<file path="src/rtl/apb_slave_pkg.sv">
// Shared types and constants for the APB completer register file.
//   state_e          : completer FSM states
//   WAIT_W           : width of the programmable wait-state count
//   ID_VALUE_DEFAULT : default contents of read-only register 0
package apb_slave_pkg;

    localparam int unsigned WAIT_W = 4;

    localparam logic [31:0] ID_VALUE_DEFAULT = 32'hA5B0_0001;

    typedef enum logic {
        IDLE   = 1'b0,
        ACCESS = 1'b1
    } state_e;

endpackage : apb_slave_pkg

</file>
<file path="src/rtl/apb_slave_regbank.sv">
// Register storage for the APB completer.
//   pclk, presetn : clock and synchronous active-low reset (clears all entries)
//   we, widx,     : single write port; index 0 is read-only and never written
//   wdata
//   ridx, rdata   : asynchronous read port; index 0 returns ID_VALUE
module apb_slave_regbank
    import apb_slave_pkg::*;
#(
    parameter int unsigned NUM_REGS = 16,
    parameter int unsigned DATA_W   = 32,
    parameter logic [DATA_W-1:0] ID_VALUE = DATA_W'(ID_VALUE_DEFAULT),
    localparam int unsigned IDX_W   = $clog2(NUM_REGS)
) (
    input  logic              pclk,
    input  logic              presetn,
    input  logic              we,
    input  logic [IDX_W-1:0]  widx,
    input  logic [DATA_W-1:0] wdata,
    input  logic [IDX_W-1:0]  ridx,
    output logic [DATA_W-1:0] rdata
);

    logic [DATA_W-1:0] mem [NUM_REGS];

    // Storage update; entry 0 is shadowed by ID_VALUE on the read side.
    always_ff @(posedge pclk) begin
        if (!presetn) begin
            for (int i = 0; i < int'(NUM_REGS); i++) begin
                mem[i] <= '0;
            end
        end else if (we && (widx != '0)) begin
            mem[widx] <= wdata;
        end
    end

    // Read port; the parent masks out-of-range indices via its decode error.
    assign rdata = (ridx == '0) ? ID_VALUE : mem[ridx];

endmodule : apb_slave_regbank

</file>
<file path="src/rtl/apb_slave_regfile.sv">
// APB3 completer fronting a bank of NUM_REGS word-addressed registers.
// Inserts a programmable number of wait states per transfer and raises
// pslverr on misaligned, out-of-range, or read-only-register writes.
//   pclk, presetn  : clock and synchronous active-low reset
//   psel, penable  : APB select and access strobe
//   pwrite         : 1 = write, 0 = read
//   paddr, pwdata  : byte address and write data
//   wait_cycles    : wait states for the next transfer, sampled at setup
//   prdata         : registered read data, valid with pready on reads
//   pready         : registered transfer-complete
//   pslverr        : registered error, valid with pready
module apb_slave_regfile
    import apb_slave_pkg::*;
#(
    parameter int unsigned APB_MAX_ADDRESS_WIDTH = 16,
    parameter int unsigned APB_MAX_DATA_WIDTH    = 32,
    parameter int unsigned NUM_REGS              = 16,
    parameter logic [APB_MAX_DATA_WIDTH-1:0] ID_VALUE =
        APB_MAX_DATA_WIDTH'(ID_VALUE_DEFAULT)
) (
    input  logic                          pclk,
    input  logic                          presetn,
    input  logic                          psel,
    input  logic                          penable,
    input  logic                          pwrite,
    input  logic [APB_MAX_ADDRESS_WIDTH-1:0] paddr,
    input  logic [APB_MAX_DATA_WIDTH-1:0] pwdata,
    input  logic [WAIT_W-1:0]             wait_cycles,
    output logic [APB_MAX_DATA_WIDTH-1:0] prdata,
    output logic                          pready,
    output logic                          pslverr
);

    localparam int unsigned AW    = APB_MAX_ADDRESS_WIDTH;
    localparam int unsigned DW    = APB_MAX_DATA_WIDTH;
    localparam int unsigned IDX_W = $clog2(NUM_REGS);

    state_e             state_q, state_d;
    logic [WAIT_W-1:0]  cnt_q, cnt_d;
    logic               wr_q, wr_d;
    logic               err_q, err_d;
    logic [IDX_W-1:0]   idx_q, idx_d;
    logic [DW-1:0]      wdata_q, wdata_d;
    logic               pready_d, pslverr_d;
    logic [DW-1:0]      prdata_d;

    logic               dec_err_c;
    logic [IDX_W-1:0]   addr_idx_c;
    logic [IDX_W-1:0]   rd_idx_c;
    logic [DW-1:0]      rdata_c;
    logic               we_c;

    // Address decode of the setup-phase request.
    always_comb begin
        addr_idx_c = paddr[IDX_W+1:2];
        dec_err_c  = (paddr[1:0] != 2'b00)
                  || (32'(paddr[AW-1:2]) >= 32'(NUM_REGS))
                  || (pwrite && (paddr[AW-1:2] == '0));
    end

    apb_slave_regbank #(
        .NUM_REGS (NUM_REGS),
        .DATA_W   (DW),
        .ID_VALUE (ID_VALUE)
    ) u_regbank (
        .pclk    (pclk),
        .presetn (presetn),
        .we      (we_c),
        .widx    (idx_q),
        .wdata   (wdata_q),
        .ridx    (rd_idx_c),
        .rdata   (rdata_c)
    );

    // State and output registers.
    always_ff @(posedge pclk) begin
        if (!presetn) begin
            state_q <= IDLE;
            cnt_q   <= '0;
            wr_q    <= 1'b0;
            err_q   <= 1'b0;
            idx_q   <= '0;
            wdata_q <= '0;
            pready  <= 1'b0;
            pslverr <= 1'b0;
            prdata  <= '0;
        end else begin
            state_q <= state_d;
            cnt_q   <= cnt_d;
            wr_q    <= wr_d;
            err_q   <= err_d;
            idx_q   <= idx_d;
            wdata_q <= wdata_d;
            pready  <= pready_d;
            pslverr <= pslverr_d;
            prdata  <= prdata_d;
        end
    end

    // Next-state, wait counting, write commit and output loading.
    always_comb begin
        state_d   = state_q;
        cnt_d     = cnt_q;
        wr_d      = wr_q;
        err_d     = err_q;
        idx_d     = idx_q;
        wdata_d   = wdata_q;
        pready_d  = pready;
        pslverr_d = pslverr;
        prdata_d  = prdata;
        we_c      = 1'b0;
        // With zero wait states the read happens at setup, before the index is latched.
        rd_idx_c  = (state_q == IDLE) ? addr_idx_c : idx_q;

        case (state_q)
            IDLE: begin
                if (psel && !penable) begin
                    state_d  = ACCESS;
                    cnt_d    = wait_cycles;
                    wr_d     = pwrite;
                    err_d    = dec_err_c;
                    idx_d    = addr_idx_c;
                    wdata_d  = pwdata;
                    pready_d = (wait_cycles == '0);
                    if (wait_cycles == '0) begin
                        pslverr_d = dec_err_c;
                        prdata_d  = (dec_err_c || pwrite) ? '0 : rdata_c;
                    end
                end
            end

            ACCESS: begin
                if (!psel) begin
                    // Master abort: drop the transfer without writing.
                    state_d   = IDLE;
                    pready_d  = 1'b0;
                    pslverr_d = 1'b0;
                    prdata_d  = '0;
                end else if (!pready) begin
                    cnt_d = cnt_q - WAIT_W'(1);
                    if (cnt_q == WAIT_W'(1)) begin
                        pready_d  = 1'b1;
                        pslverr_d = err_q;
                        prdata_d  = (err_q || wr_q) ? '0 : rdata_c;
                    end
                end else begin
                    we_c      = penable && wr_q && !err_q;
                    state_d   = IDLE;
                    pready_d  = 1'b0;
                    pslverr_d = 1'b0;
                    prdata_d  = '0;
                end
            end

            default: begin
                state_d = IDLE;
            end
        endcase
    end

endmodule : apb_slave_regfile

</file>
<file path="config.mk">
export PLATFORM = sky130hd
export DESIGN_NAME = apb_slave_regfile
export DESIGN_NICKNAME = d
export VERILOG_FILES = /design/src/rtl/apb_slave_pkg.sv /design/src/rtl/apb_slave_regbank.sv /design/src/rtl/apb_slave_regfile.sv
export SDC_FILE = /design/constraint.sdc
export NUM_CORES = 1
export LEC_CHECK = 0
export ABC_AREA = 1
export BUFFER_PORTS_ARGS = -buffer_cell sky130_fd_sc_hd__buf_2
export CORE_UTILIZATION = 45
export DETAILED_ROUTE_END_ITERATION = 8
export HOLD_SLACK_MARGIN = 0.08
export SETUP_SLACK_MARGIN = 0.05
export SYNTH_ARGS = -nofsm -noshare
export SYNTH_HDL_FRONTEND = slang
export SYNTH_SLANG_ARGS = --single-unit
</file>
<file path="constraint.sdc">
create_clock -name pclk -period 4.1 [get_ports pclk]
set_clock_uncertainty 0.15 [all_clocks]
set_input_delay 1.23 -clock pclk [delete_from_list [all_inputs] [get_ports pclk]]
set_output_delay 1.23 -clock pclk [all_outputs]
set_load 0.005 [all_outputs]
</file>
# Word level (Yosys, flattened, before mapping)
# Memory sizes are Yosys's and may differ from the RTL's.
# Cells that the tools add are included.
# totals
output_inout_bits,34
reg_bits,77
mem_count,1
in_bits,57
mem_bits_rw,512
# memory_table
memory,depth,width,rd,rd_clocked_by_memory_dff,wr,line,rtl
u_regbank.mem,16,32,1,0,16,apb_slave_regbank.sv:23,logic [DATA_W-1:0] mem [NUM_REGS];
# op_classes
bitwise_logic,1
reduce_logical,20
n_eq_ne,6
mux,39
n_addsub,1
magnitude_cmp,1
# ops
op,n
32-bit 2-to-1 mux,9
32-bit case mux with 2 select lines,1
32-bit OR reduction,1
1-bit 2-to-1 mux,20
4-bit 2-to-1 mux,5
14-bit by 5-bit >= comparator with 1-bit output (second input constant),1
14-bit logical NOT,1
4-bit logical NOT,2
4-bit case mux with 2 select lines,1
1-bit case mux with 2 select lines,3
3-bit AND reduction,2
1-bit logical AND,5
4-bit by 1-bit equality test with 1-bit output (second input constant),1
1-bit logical OR,4
2-bit by 1-bit inequality test with 1-bit output (second input constant),2
2-bit inequality test (second input constant),2
4-bit by 3-bit inequality test with 1-bit output (second input constant),1
4-bit nonzero test,1
4-bit by 1-bit subtractor with 4-bit output (second input constant),1
1-bit logical NOT,2
2-bit AND reduction,1
2-bit nonzero test,1
1-bit inverter,1

# Logic depth before layout (Yosys ltp)
# Gate-level depths: netlist of the first run.
# depth
depth_word,11
mapped_depth,14
ltp_nobuf,12

# Modules after synthesis
# A second synthesis of the first run with hierarchy kept.
# unflattened
hier_cells,3035
hier_area_um2,26825.7
# modules_own_cells
mod,cells_each,instances,area_per_inst_um2,seq_area_each_um2
apb_slave_regbank,2565,1,23368.7,15134.5
apb_slave_regfile,470,1,3457.1,1541.5

# Worst setup path before layout of the first run
# Ideal clock, no wire load.
# synth_timing
path_type,input to register
startpoint,input port psel
endpoint,memory u_regbank.mem[5][0] (enable)
cell_stages,7
required_time_ps,3561
arrival_time_ps,3082
setup_time_ps,389
path_slack_ps,479
n_path_buf,1
cell_sequence,inv_1 -> nor3_1 -> nand4_1 -> nor3_1 -> nand3_1 -> clkbuf_1 -> nand2_1
# synth_lines
item,line,rtl
"start, declared",apb_slave_regfile.sv:23,"input logic psel,"
"end, declared",apb_slave_regbank.sv:23,

==> results.cfg, run 1 <==
[power]
p_total_uw = 12900
leakage_uw = 0.0110
peakVddDrop_v = 0.000336
p_per_area_mw_per_mm2 = 450

[die]
ios = 91
die_y_um = 239
dieArea_mm2 = 0.0572
initial_core_util = 0.458
row_count = 86
core_area_mm2 = 0.0553
die_w_um = 239

[yosys]
synth_edf_count = 492
yosys.area_share.simple = 0.269
async_reset_ff_frac = 0
synth_ff_type = edfxtp_1
synth_adder_area_share = 0.000988
syn_area_mm2 = 0.0253
synth_warnings = 0
syn_area_per_cell_um2 = 9.31
yosys-mux-area-fraction = 0
ys_types = 30
synth_compound_area_frac = 0.0252
synth_cells = 2720
synth-seq-area-share = 0.644
ys_ff_latch = 569
synth_top_family_by_area = simple AND/OR/NAND/NOR gates
synth_xor_area_frac = 0.000692

[critical_path]
worst_ep_arrival_time_ns = 3.20
start_kind = input port
end_kind = flip-flop
cp_max_fo = 12
timing.critical_path.cells = buf_2 -> inv_1 -> nor3_1 -> nand4_1 -> nor3_1 -> nand3_2 -> nand2_2 -> buf_4
slowest_stage = nor3_1
slowest_delay_ns = 0.44
critPathMostFrequentCell = nor3_1
path_class = input port to flip-flop
required_ns = 4.27

[hold_path]
hold_path.class = flip-flop to flip-flop

[grt]
grt_pass1_wl_um = 115000
grt_max_degree = 80
gr-total-overflow = 0
grt_pass1_vias = 18600
antenna_found_initial = 1
track_usage = 0.271

[final_layout]
area_growth_pct = 12.9
layout_common_cells = nand2_1 (625), nor2_1 (527), edfxtp_1 (492)
nets = 2813
fillers = 5094
finalInstanceArea_mm2 = 0.0286
drive_gt1_frac = 0.0960
diodes = 0
final_common_cell = nand2_1

[clock_tree]
cts_buffers = 58
post_cts_buffers = 0
cts_resized = 0
cts_tree = done
cts_root_buf = clkbuf_16
path_clk_slew_ns = 0.06
cts.sinks = 569
cts_buffer_depth = 3
hold_buffers = 0
clkLatencyLatePin_ns = 0.63
cts-htree-levels = 2

[routing]
drtAntennaViolNets = 0
post_drt_wl_per_cell_um = 21.6
viasPerCell = 5.52
via_count = 19600
detail_route.first_pass.iterations = 6
drt-initial-drc-count = 2383
drcViolationCount = 0
drt-total-wl_um = 76800

[timing]
finalCritPeriodShare = 0.739
max_slew_margin = 0.443
setup_viol = 0
fin_crit_ns = 3.03
finalMaxSlewViolations = 0
max_freq_ghz = 0.330
rsz0062_at_grt = false
hold_viol = 0
setup_tns_ns = 0
tightestPinTransition_ns = 0.833

[placement]
portBuffers = 90
hpwl_um = 44300
gp_congestion = 0.857
place_area_mm2 = 0.0268

[status]
status = finished clean

[flow_run]
maxCapViolations = 0
==> final cells by class <==
class | count | area, um^2 | area share
Inverter | 178 | 668 | 0.0234
Tap cell | 748 | 936 | 0.0327
Timing Repair Buffer | 165 | 1280 | 0.0446
Multi-Input combinational cell | 1782 | 7640 | 0.267
Clock inverter | 24 | 178 | 0.00621
Clock buffer | 85 | 1580 | 0.0554
Sequential cell | 569 | 16300 | 0.571
==> report_power, final <==
part	switching (uW)	internal [uW]	leakage, uW
Combinational	971	343	0.00443
Clock	2240	2790	0.000854
Sequential	63.6	6470	0.00569
==> logic make-up (layout without fill, tap and decap cells) <==
kind of cell,count (synthesis),after routing
and+or+nand+nor,1642,1642
DFF,569,569
buffers and inverters,380,452
AOI/OAI and AO/OA,124,124
adders and majority gates,2,2
xor gates and xnor gates,2,2
other,1,12
==> path summary, 6_finish.rpt <==
kind,start,endpoint,slack (ns),cells after the start
hold reg to reg,prdata[3],prdata[3],0.31,2
hold / removal,prdata[3],prdata[3],0.31,2
setup / recovery,psel,u_regbank.mem[5][26],1.07,8
setup reg to reg,idx_q[2],u_regbank.mem[5][26],1.27,7
==> metrics by stage <==
step           std cells   util  hold WS (ns)  worst slack, ns
2_1_floorplan       2731      -         0.295            0.479
3_3_place_gp        3442  0.485         0.302            0.563
3_5_place_dp        3442  0.485         0.303            0.503
4_1_cts             3551  0.517         0.312             1.14
5_1_grt             3551  0.517         0.328            0.903
6_report            3551  0.517         0.309             1.07
==> worst max-delay path, delay by kind of cell <==
kind,cells,cell delay (ns)
buf+inv,3,0.44
simple gates,5,1.52
==> synthesized netlist by cell type (all sizes together) (8+ instances only) <==
cell type | instances | area share
a21oi | 75 | 0.015
nand2 | 644 | 0.096
buf | 75 | 0.014
nor3 | 8 | 0.0024
nand3b | 15 | 0.0044
edfxtp | 492 | 0.58
nand3 | 443 | 0.088
dfxtp | 77 | 0.061
clkbuf | 127 | 0.019
o21ai | 45 | 0.0092
nor2 | 529 | 0.079
inv | 177 | 0.026
==> state kept, by name, indices dropped and copies added (netlist names) <==
signal         cells
cnt_q              4
wr_q               1
u_regbank.mem    492
state_q            1
wdata_q           32
pslverr            1
err_q              1
pready             1
idx_q              4
prdata            32
==> layer usage <==
metal / share of wire / track usage
met4: 0.027 / 0.0878
met3: 0.10 / 0.0537
met5: 0.00017 / 0
met2: 0.45 / 0.417
met1: 0.42 / 0.386
No activity file was read; power rests on OpenSTA's default activity.
==> run 2: changes to the inputs <==
- clock period: 4.1 -> 2.9 ns (I/O delays scaled with it)
==> run 2 against run 1 <==
  * Register-to-register slack worse by 1.0 ns
  * Total power grew 45%
  * Clock power grew 49%
  * Sequential share of layout area is 1.2 points lower
  * Sequential power up 42%
  * Wire length is 0.70% lower
  * Worst setup slack got worse by 0.80 ns
  * Flip-flop and latch count did not move
  * First-iteration DRC count shrank 2.1%
  * Non-clock buffer count up 21
  * Critical path depth down 1
==> results.cfg, run 2 (same netlist as run 1, synthesis figures left out) <==
[status]
status = finished clean

[power]
p_total_uw = 18700
peakVddDrop_v = 0.000529
leakage_uw = 0.0113
p_per_area_mw_per_mm2 = 639

[final_layout]
layout_common_cells = nand2_1 (621), nor2_1 (527), edfxtp_1 (492)
largestRegisters = u_regbank.mem x492, prdata x32, wdata_q x32
area_growth_pct = 15.2
diodes = 0
final_common_cell = nand2_1
post-route-util = 0.528
fillers = 4947
nets = 2835
largest_register = u_regbank.mem
largest_reg_flops = 492
drive_gt1_frac = 0.109

[routing]
drt-initial-drc-count = 2333
drt-total-wl_um = 76200
drcViolationCount = 0
viasPerCell = 5.51
detail_route.first_pass.iterations = 6
drtAntennaViolNets = 0
post_drt_wl_per_cell_um = 21.3
via_count = 19700

[die]
dieArea_mm2 = 0.0572
initial_core_util = 0.458
ios = 91
row_count = 86
die_y_um = 239
core_area_mm2 = 0.0553
die_w_um = 239

[timing]
fin_crit_ns = 2.63
finalMaxSlewViolations = 0
tightestPinTransition_ns = 0.842
max_freq_ghz = 0.380
finalWorstSetupSlack_ns = 0.269
max_slew_margin = 0.438
rsz0062_at_grt = false
finalCritPeriodShare = 0.907
hold_viol = 0
setup_viol = 0

[critical_path]
path_delay_family = simple AND/OR/NAND/NOR gates
path_class = flip-flop to flip-flop
end_kind = flip-flop
slowest_stage = nor3_1
worst_ep_arrival_time_ns = 2.96
slowest_delay_ns = 0.42
cp.depth = 7
cp_max_fo = 32
timing.critical_path.cells = inv_1 -> nor3_1 -> nand4_1 -> nor3_1 -> nand2_1 -> buf_4 -> nor2_1
reg2reg_depth = 7
crit_buf_inv = 2
required_ns = 3.23
start_kind = flip-flop
critPathMostFrequentCell = nor3_1

[clock_tree]
cts-htree-levels = 2
cts_resized = 0
path_clk_slew_ns = 0.06
clkLatencyLatePin_ns = 0.64
post_cts_buffers = 0
cts.sinks = 569
cts_buffer_depth = 3
cts_tree = done
hold_buffers = 0
cts_root_buf = clkbuf_16
cts_buffers = 59

[flow_run]
maxCapViolations = 0

[placement]
hpwl_um = 46700
portBuffers = 90
dpl_worst_slack_ns = -0.240
gp_congestion = 0.875

[grt]
gr-total-overflow = 0
track_usage = 0.268
grt_pass1_vias = 18400
grt_max_degree = 86
antenna_found_initial = 0
grt_pass1_wl_um = 114000

[hold_path]
min_path_cells = 2
hold_path.class = flip-flop to flip-flop
[run 2: cell types whose count changed in the layout (fill, tap and decap cells not counted), sizes merged]
cell / change
buf: +21
clkinv: +7
clkbuf: -3
inv: -1
[run 2: layer usage]
layer	track usage	wire length [um]	share of wire
met4	0.0855	2030	0.027
met1	0.378	31800	0.42
met3	0.0539	8010	0.11
met2	0.417	34400	0.45
met5	0	0	0
[run 2: layout make-up]
cell class / instances / area (um^2) / area share
Clock buffer: 82 / 1690 / 0.0579
Clock inverter: 30 / 226 / 0.00776
Inverter: 178 / 668 / 0.0229
Multi-Input combinational cell: 1782 / 7680 / 0.263
Sequential cell: 569 / 16300 / 0.559
Tap cell: 748 / 936 / 0.0321
Timing Repair Buffer: 186 / 1670 / 0.0573
[run 2: tightest hold or removal path, stage by stage, from the launching register on]
cell and delay [ns]:
dfxtp_1 0.30, nand2_1 0.06, a21oi_1 0.05
[run 2: stage by stage]
step / hold WS [ns] / setup TNS (ns) / instance area [um^2] / instances
final: 0.311 / 0 / 29200 / 3575
after global routing: 0.320 / 0 / 29200 / 3575
after CTS: 0.313 / 0 / 29200 / 3575
after detailed placement: 0.303 / -55.38 / 27300 / 3463
after global placement: 0.304 / -41.68 / 27300 / 3463
after floorplan: 0.295 / -1.44 / 25400 / 2731
[run 2: report_power, final]
group	internal, uW	total [uW]	switching (uW)
Clock	4250	7480	3230
Sequential	9150	9240	90.0
Combinational	551	1940	1390
Total	13900	18700	4710
[run 2: worst paths after layout]
kind / startpoint / to / slack (ns)
setup reg to reg: pready / u_regbank.mem[1][13] / 0.27
setup / recovery: pready / u_regbank.mem[1][13] / 0.27
hold reg to reg: prdata[24] / prdata[24] / 0.31
hold / removal: prdata[24] / prdata[24] / 0.31
==> run 3: changes to the inputs <==
- CORE_MARGIN: not set -> 8
==> run 3 against run 2 <==
  * First-iteration DRC count down 5.8%
  * Sequential power about the same
  * Total power down 1.0%
  * Critical path type unchanged
  * Largest power group unchanged
==> results.cfg, run 3 (same netlist as run 1, synthesis figures left out) <==
[status]
status = finished clean

[clock_tree]
hold_buffers = 0
path_clk_slew_ns = 0.06
cts.sinks = 569
cts_resized = 0
clkLatencyLatePin_ns = 0.62
post_cts_buffers = 0
cts_tree = done
cts_root_buf = clkbuf_16
cts-htree-levels = 2
cts_buffers = 58
cts_buffer_depth = 3

[timing]
setup_viol = 0
tightestPinTransition_ns = 0.922
fin_crit_ns = 2.62
hold_viol = 0
rsz0062_at_grt = false
finalWorstSetupSlack_ns = 0.280
finalMaxSlewViolations = 0
max_slew_margin = 0.385
finalCritPeriodShare = 0.903
max_freq_ghz = 0.382

[placement]
portBuffers = 90
gp_congestion = 0.843
dpl_worst_slack_ns = -0.0368
hpwl_um = 46300
dp.cells = 3469

[final_layout]
fillers = 5100
nets = 2832
drive_gt1_frac = 0.106
largestRegisters = u_regbank.mem x492, prdata x32, wdata_q x32
diodes = 0
seqCellArea_mm2 = 0.0163
area_growth_pct = 15.0
largest_register = u_regbank.mem
layout.cells.non_filler = 3579
largest_reg_flops = 492
final_common_cell = nand2_1
multiInputGateArea_mm2 = 0.00768
layout_common_cells = nand2_1 (621), nor2_1 (527), edfxtp_1 (492)

[routing]
post_drt_wl_per_cell_um = 20.7
drcViolationCount = 0
viasPerCell = 5.45
drt-total-wl_um = 74000
detail_route.first_pass.iterations = 5
drt-initial-drc-count = 2197
drtAntennaViolNets = 0
via_count = 19500

[grt]
track_usage = 0.229
grt_max_degree = 67
gr-total-overflow = 0
grt_pass1_vias = 18900
grt_pass1_wl_um = 112000
antenna_found_initial = 0

[power]
peakVddDrop_v = 0.000452
leakage_uw = 0.0112
p_per_area_mw_per_mm2 = 634

[critical_path]
end_kind = flip-flop
required_ns = 3.30
cp_max_fo = 55
worst_ep_arrival_time_ns = 3.02
start_kind = flip-flop
path_class = flip-flop to flip-flop

[die]
row_count = 87
core_area_mm2 = 0.0561
die_w_um = 253
dieArea_mm2 = 0.0641
initial_core_util = 0.452
ios = 91
die_y_um = 253

[hold_path]
hold_path.class = flip-flop to flip-flop

[flow_run]
maxCapViolations = 0
## run 3: cell types whose count changed in the layout (fill, tap and decap cells not counted), sizes merged
cell / previous run / this run
clkinv: 26 / 12
clkbuf: 82 / 94
buf: 186 / 184
clkinvlp: 1 / 0
inv: 179 / 180
## run 3: area by class of cell
type	instances	share of cell area
Multi-Input combinational cell	1782	0.264
Sequential cell	569	0.560
Inverter	178	0.0229
Timing Repair Buffer	184	0.0569
Tap cell	756	0.0325
Clock buffer	94	0.0587
Clock inverter	16	0.00498
## run 3: final timing paths
check,start,end,slack [ns],cells after the start
worst min register to register,prdata[29],prdata[29],0.31,2
worst max-delay path,state_q,prdata[14],0.28,10
worst min-delay path,prdata[29],prdata[29],0.31,2
worst max register to register,state_q,prdata[14],0.28,10
## run 3: power by group
part | internal (uW) | total (uW) | switching [uW]
Sequential | 9150 | 9240 | 92.2
Combinational | 545 | 1910 | 1370
Clock | 4190 | 7310 | 3120
Total | 13900 | 18500 | 4580
## run 3: critical path, cell delays in order (launching register included)
cell and delay (ns):
dfxtp_1 0.43, inv_2 0.31, nand2_1 0.29, nand2_4 0.22
buf_12 0.31, nand2_1 0.08, nand3_1 0.09, nand3_1 0.08
nor2_1 0.14, nand3_1 0.23, a21oi_1 0.20
## run 3: per-layer routing
metal	vias to the layer above	routed length (um)	track usage
li1	9064	-	-
met2	897	33200	0.353
met1	9429	31300	0.322
met4	0	1860	0.0656
met3	117	7630	0.0556
met5	-	0	0
## run 3: stage by stage
| stage | cell area [um^2] | setup TNS (ns) | utilization | power (uW) | hold WS, ns |
|---|---|---|---|---|---|
| 2_1_floorplan | 25400 | -1.44 | - | 10500 | 0.295 |
| 3_3_place_gp | 27300 | -9.61 | 0.486 | 11300 | 0.303 |
| 3_5_place_dp | 27300 | -0.970 | 0.486 | 11300 | 0.305 |
| 4_1_cts | 29100 | 0 | 0.519 | 18600 | 0.315 |
| 5_1_grt | 29100 | 0 | 0.519 | 19100 | 0.335 |
| 6_report | 29100 | 0 | 0.519 | 18500 | 0.313 |
